===== src/rtl/hazard_ctrl.sv =====
// hazard_ctrl: pipeline hazard controller for the five-stage MIPS datapath.
// Drives pipe-register enable/flush and PC write enable, sequences halt,
// and counts stall cycles.
// Optional feature macro: HAZARD_FORWARD_EN (EX/MEM forwarding present;
// only load-use is treated as a data hazard). Undefined: any RAW stalls.
module hazard_ctrl #(
    parameter int unsigned CNT_W = 32
) (
    input  logic             CLK,
    input  logic             nRST,
    input  logic             ihit,
    input  logic             dhit,
    input  logic             exmem_dREN,
    input  logic             exmem_dWEN,
    input  logic             idex_dREN,
    input  logic             idex_WEN,
    input  logic [4:0]       idex_wsel,
    input  logic             exmem_WEN,
    input  logic [4:0]       exmem_wsel,
    input  logic [4:0]       ifid_rs,
    input  logic [4:0]       ifid_rt,
    input  logic             ex_pcsrc,
    input  logic             wb_halt,
    output logic             pcEN,
    output logic             ifid_enable,
    output logic             ifid_flush,
    output logic             idex_enable,
    output logic             idex_flush,
    output logic             exmem_enable,
    output logic             exmem_flush,
    output logic             memwb_enable,
    output logic             memwb_flush,
    output logic             halt,
    output logic [CNT_W-1:0] stall_cnt
);

    typedef enum logic {
        RUN    = 1'b0,
        HALTED = 1'b1
    } state_t;

    state_t state;
    state_t next_state;

    logic mem_busy;
    logic load_use;
    logic raw_haz;
    logic data_haz;

    // Hazard detection from the stage fields; MEM/WB never compared (write-before-read RF)
    always_comb begin
        mem_busy = (exmem_dREN | exmem_dWEN) & ~dhit;
        load_use = idex_dREN & (idex_wsel != 5'd0) &
                   ((idex_wsel == ifid_rs) | (idex_wsel == ifid_rt));
`ifdef HAZARD_FORWARD_EN
        raw_haz  = 1'b0;
`else
        raw_haz  = (idex_WEN & (idex_wsel != 5'd0) &
                    ((idex_wsel == ifid_rs) | (idex_wsel == ifid_rt))) |
                   (exmem_WEN & (exmem_wsel != 5'd0) &
                    ((exmem_wsel == ifid_rs) | (exmem_wsel == ifid_rt)));
`endif
        data_haz = load_use | raw_haz;
    end

    // State register
    always_ff @(posedge CLK or negedge nRST) begin
        if (!nRST) begin
            state <= RUN;
        end else begin
            state <= next_state;
        end
    end

    // Next-state and per-register pipe control; first matching rule wins
    always_comb begin
        next_state   = state;
        pcEN         = 1'b0;
        ifid_enable  = 1'b0;
        ifid_flush   = 1'b0;
        idex_enable  = 1'b0;
        idex_flush   = 1'b0;
        exmem_enable = 1'b0;
        exmem_flush  = 1'b0;
        memwb_enable = 1'b0;
        memwb_flush  = 1'b0;
        case (state)
            RUN: begin
                if (mem_busy) begin
                    // full freeze: keep defaults
                end else if (ex_pcsrc) begin
                    pcEN         = 1'b1;
                    ifid_enable  = 1'b1;
                    ifid_flush   = 1'b1;
                    idex_enable  = 1'b1;
                    idex_flush   = 1'b1;
                    exmem_enable = 1'b1;
                    memwb_enable = 1'b1;
                end else if (data_haz) begin
                    idex_enable  = 1'b1;
                    idex_flush   = 1'b1;
                    exmem_enable = 1'b1;
                    memwb_enable = 1'b1;
                end else if (!ihit) begin
                    ifid_enable  = 1'b1;
                    ifid_flush   = 1'b1;
                    idex_enable  = 1'b1;
                    exmem_enable = 1'b1;
                    memwb_enable = 1'b1;
                end else begin
                    pcEN         = 1'b1;
                    ifid_enable  = 1'b1;
                    idex_enable  = 1'b1;
                    exmem_enable = 1'b1;
                    memwb_enable = 1'b1;
                end
                if (wb_halt && !mem_busy) begin
                    next_state = HALTED;
                end
            end
            HALTED: begin
                next_state = HALTED;
            end
            default: begin
                next_state = RUN;
            end
        endcase
    end

    // Registered halt flag mirrors entry into HALTED
    always_ff @(posedge CLK or negedge nRST) begin
        if (!nRST) begin
            halt <= 1'b0;
        end else begin
            halt <= (next_state == HALTED);
        end
    end

    // Saturating count of RUN cycles with the PC held
    always_ff @(posedge CLK or negedge nRST) begin
        if (!nRST) begin
            stall_cnt <= '0;
        end else if ((state == RUN) && !pcEN && (stall_cnt != {CNT_W{1'b1}})) begin
            stall_cnt <= stall_cnt + CNT_W'(1);
        end
    end

endmodule


===== config.mk =====
export PLATFORM = sky130hd
export DESIGN_NAME = hazard_ctrl
export DESIGN_NICKNAME = d
export VERILOG_FILES = /design/src/rtl/hazard_ctrl.sv
export SDC_FILE = /design/constraint.sdc
export NUM_CORES = 1
export LEC_CHECK = 0
export BUFFER_PORTS_ARGS = -buffer_cell sky130_fd_sc_hd__buf_4
export CAP_MARGIN = 20
export CORE_ASPECT_RATIO = 0.6
export CORE_MARGIN = 1.5
export CORE_UTILIZATION = 45
export DETAILED_ROUTE_END_ITERATION = 12
export PLACE_DENSITY = 0.71
export SLEW_MARGIN = 40
export SYNTH_ARGS = -nofsm -noshare
export SYNTH_HDL_FRONTEND = slang
export SYNTH_SLANG_ARGS = --single-unit

===== constraint.sdc =====
create_clock -name CLK -period 3.8 [get_ports CLK]
set_clock_uncertainty 0.15 [all_clocks]
set_input_delay 0.76 -clock CLK [delete_from_list [all_inputs] [get_ports CLK]]
set_output_delay 0.76 -clock CLK [all_outputs]
set_load 0.01 [all_outputs]

==> metrics <==
outcome finished clean; clock-pin slew on the worst setup and hold paths roughly 0.06 ns; Mapped Cells about 200; smallest hold slack about 0.26 ns; final worst slack about 0.83 ns; TritonCTS Sinks 33; Leak between 1 and 1.5 nW; Longest Clk Path Bufs 2; WL final about 5000 µm; synth warn 0; Max Used Layer met4; top area cells in the synthesized netlist dfrtp_1 (41%), xnor2_1 (12%), xor2_1 (9.2%); TritonCTS clock tree done; die height roughly 55 µm; post-synth top area share between 40% and 50%; critical path class in2out; initial antenna violation count 0; Post-Route Setup TNS 0 ns; die footprint between 4000 and 5000 µm²; metal3 WL roughly 330 µm; Vias between 1500 and 2000; pre-CTS setup slack ~0.83 ns; Pre-antenna DRT Iters 4; max-cap check violation count 0; largest net degree at the start of global routing 34; sequential share of the synthesized area 41.3%; area of the mapped netlist ~2000 µm²; PwrDens 289 nW/µm²; ys async rst share 100%; Initial Util 47.8%; CP endpoint kind output pin; via/cell ratio around 5.3; share of post-route cells with drive strength above 1 between 30% and 40%; setup violators final 0; total track usage about 23%; PortBufs 70; Commonest cells post-synth dfrtp_1 (33), xnor2_1 (28), xor2_1 (21), nand4_1 (19); cell taking the most area after synthesis dfrtp_1; initial DRC count about 130; CP required slightly below 3 ns; reg2reg path depth 7; EDFF count, synth 0; RSZ-0062 raised after global routing false; DRC Markers 0; maximum fanout along the worst path 5; core footprint ~4200 µm²; Distinct cells, synth 35; Fill cells 385; Max transition margin approximately 56%; H-tree depth 2; total power draw 0.763 mW; Die W slightly below 90 µm; standard-cell rows 18; Setup Fix Bufs, Post-CTS 0; detailed placer's ending HPWL ~3800 µm; fin crit share 78.2%; most common cell in the netlist dfrtp_1; DR WL met2 roughly 1900 µm; P&R area growth vs syn 31.9%; Final ANT Viol Nets 0; worst skew pair latency 0.28 ns; top-level I/O count 73; CTS root buf clkbuf_8; Tmin final between 2 and 3 ns; number of global-route vias before repair 1545; Hold Violations, Final 0; Num CTS Buffers 5; # diodes 0; Min-Delay Path Class in2async; peak supply drop around 0.00023 V; wl on met1 approximately 2600 µm; worst slew pin tran between 0.6 and 0.7 ns; CTS resizes 0; Max Slew Vio Count 0; total congestion overflow 0; WP data arrival between 2 and 2.5 ns; CP Launch Type input port; first-pass GRT wire length between 7000 and 8000 µm; CTS hold repair buffers 0; Routed WL per cell around 15 µm; Highest Clock Rate 337 MHz; GP Congestion approximately 0.94; ys flop type dfrtp_1; Yosys reg bits 33; fin nets between 300 and 400; Avg Cell Area, Syn about 9.8 µm²
stage by stage:
step,cell area (µm²),cells,utilization [%]
after floorplan,2010,205,-
after global placement,2550,327,61.0
after detailed placement,2550,327,61.0
after CTS,2640,334,63.0
after global routing,2640,334,63.0
final,2640,334,63.0
per-layer routing:
metal / GRT usage, % / up-vias
li1: - / 859
met1: 34.5 / 835
met2: 28.8 / 58
met3: 8.30 / 7
met4: 6.92 / 0
met5: 0 / -
worst paths after layout:
| kind | slack (ns) | to | startpoint |
|---|---|---|---|
| max | 0.83 | pcEN | ifid_rs[2] |
| min | 0.26 | stall_cnt[6] | nRST |
| max reg2reg | 1.19 | stall_cnt[1] | stall_cnt[15] |
| min reg2reg | 0.35 | stall_cnt[7] | stall_cnt[7] |
| max in group asynchronous | 2.94 | stall_cnt[11] | nRST |
| min in group CLK | 0.35 | stall_cnt[7] | stall_cnt[7] |
registers in the layout (all words and copies together) (netlist names):
register and count:
halt 1, stall_cnt 32
placed cells by master (no fill, tap or decap), types with 2 or more instances in the layout:
cell,synthesis,layout
nand3_1,12,12
xnor2_1,28,28
a21oi_1,7,7
dfrtp_1,33,33
and3_1,12,12
clkbuf_8,0,6
nand2_1,8,8
nand4_1,19,19
conb_1,1,2
a21o_1,2,2
or4_1,2,2
xor2_1,21,21
and4_1,3,3
nor2_1,12,12
buf_4,6,71
nor3_1,7,7
a22oi_1,2,2
and2_1,3,3
o22ai_2,2,2
and3_4,2,2
inv_1,5,5
where the power goes:
group	internal [mW]	switching, mW
logic	0.0629	0.0598
clock network	0.144	0.118
registers	0.363	0.0167
cells by family (layout without fill, tap and decap cells):
| logic type | after synthesis | count (layout) | share of synthesized area (%) |
|---|---|---|---|
| DFF | 33 | 33 | 41.2 |
| adders and majority gates | 1 | 1 | 0.625 |
| xor gates and xnor gates | 49 | 49 | 21.4 |
| other | 1 | 2 | 0.187 |
| buffers and inverters | 14 | 83 | 3.94 |
| and+or+nand+nor | 86 | 86 | 24.7 |
| muxes | 1 | 1 | 0.750 |
| AOI/OAI and AO/OA | 19 | 19 | 7.12 |
critical path, stage by stage:
cell,delay (ns)
buf_4,0.12
xor2_1,0.15
nor3_1,0.22
a22oi_1,0.11
o22ai_2,0.26
inv_1,0.09
a21oi_1,0.15
nor2_1,0.05
buf_4,0.14
cell type report:
type	instances	area [µm²]	share of cell area, %
clock buffers	7	86.3	3.27
multi-input cells	158	1100	41.7
flip-flops and latches	33	826	31.3
well taps	60	75.1	2.84
inverters	5	18.8	0.711
repair buffers	71	533	20.2
No activity file was read; power rests on OpenSTA's default activity.
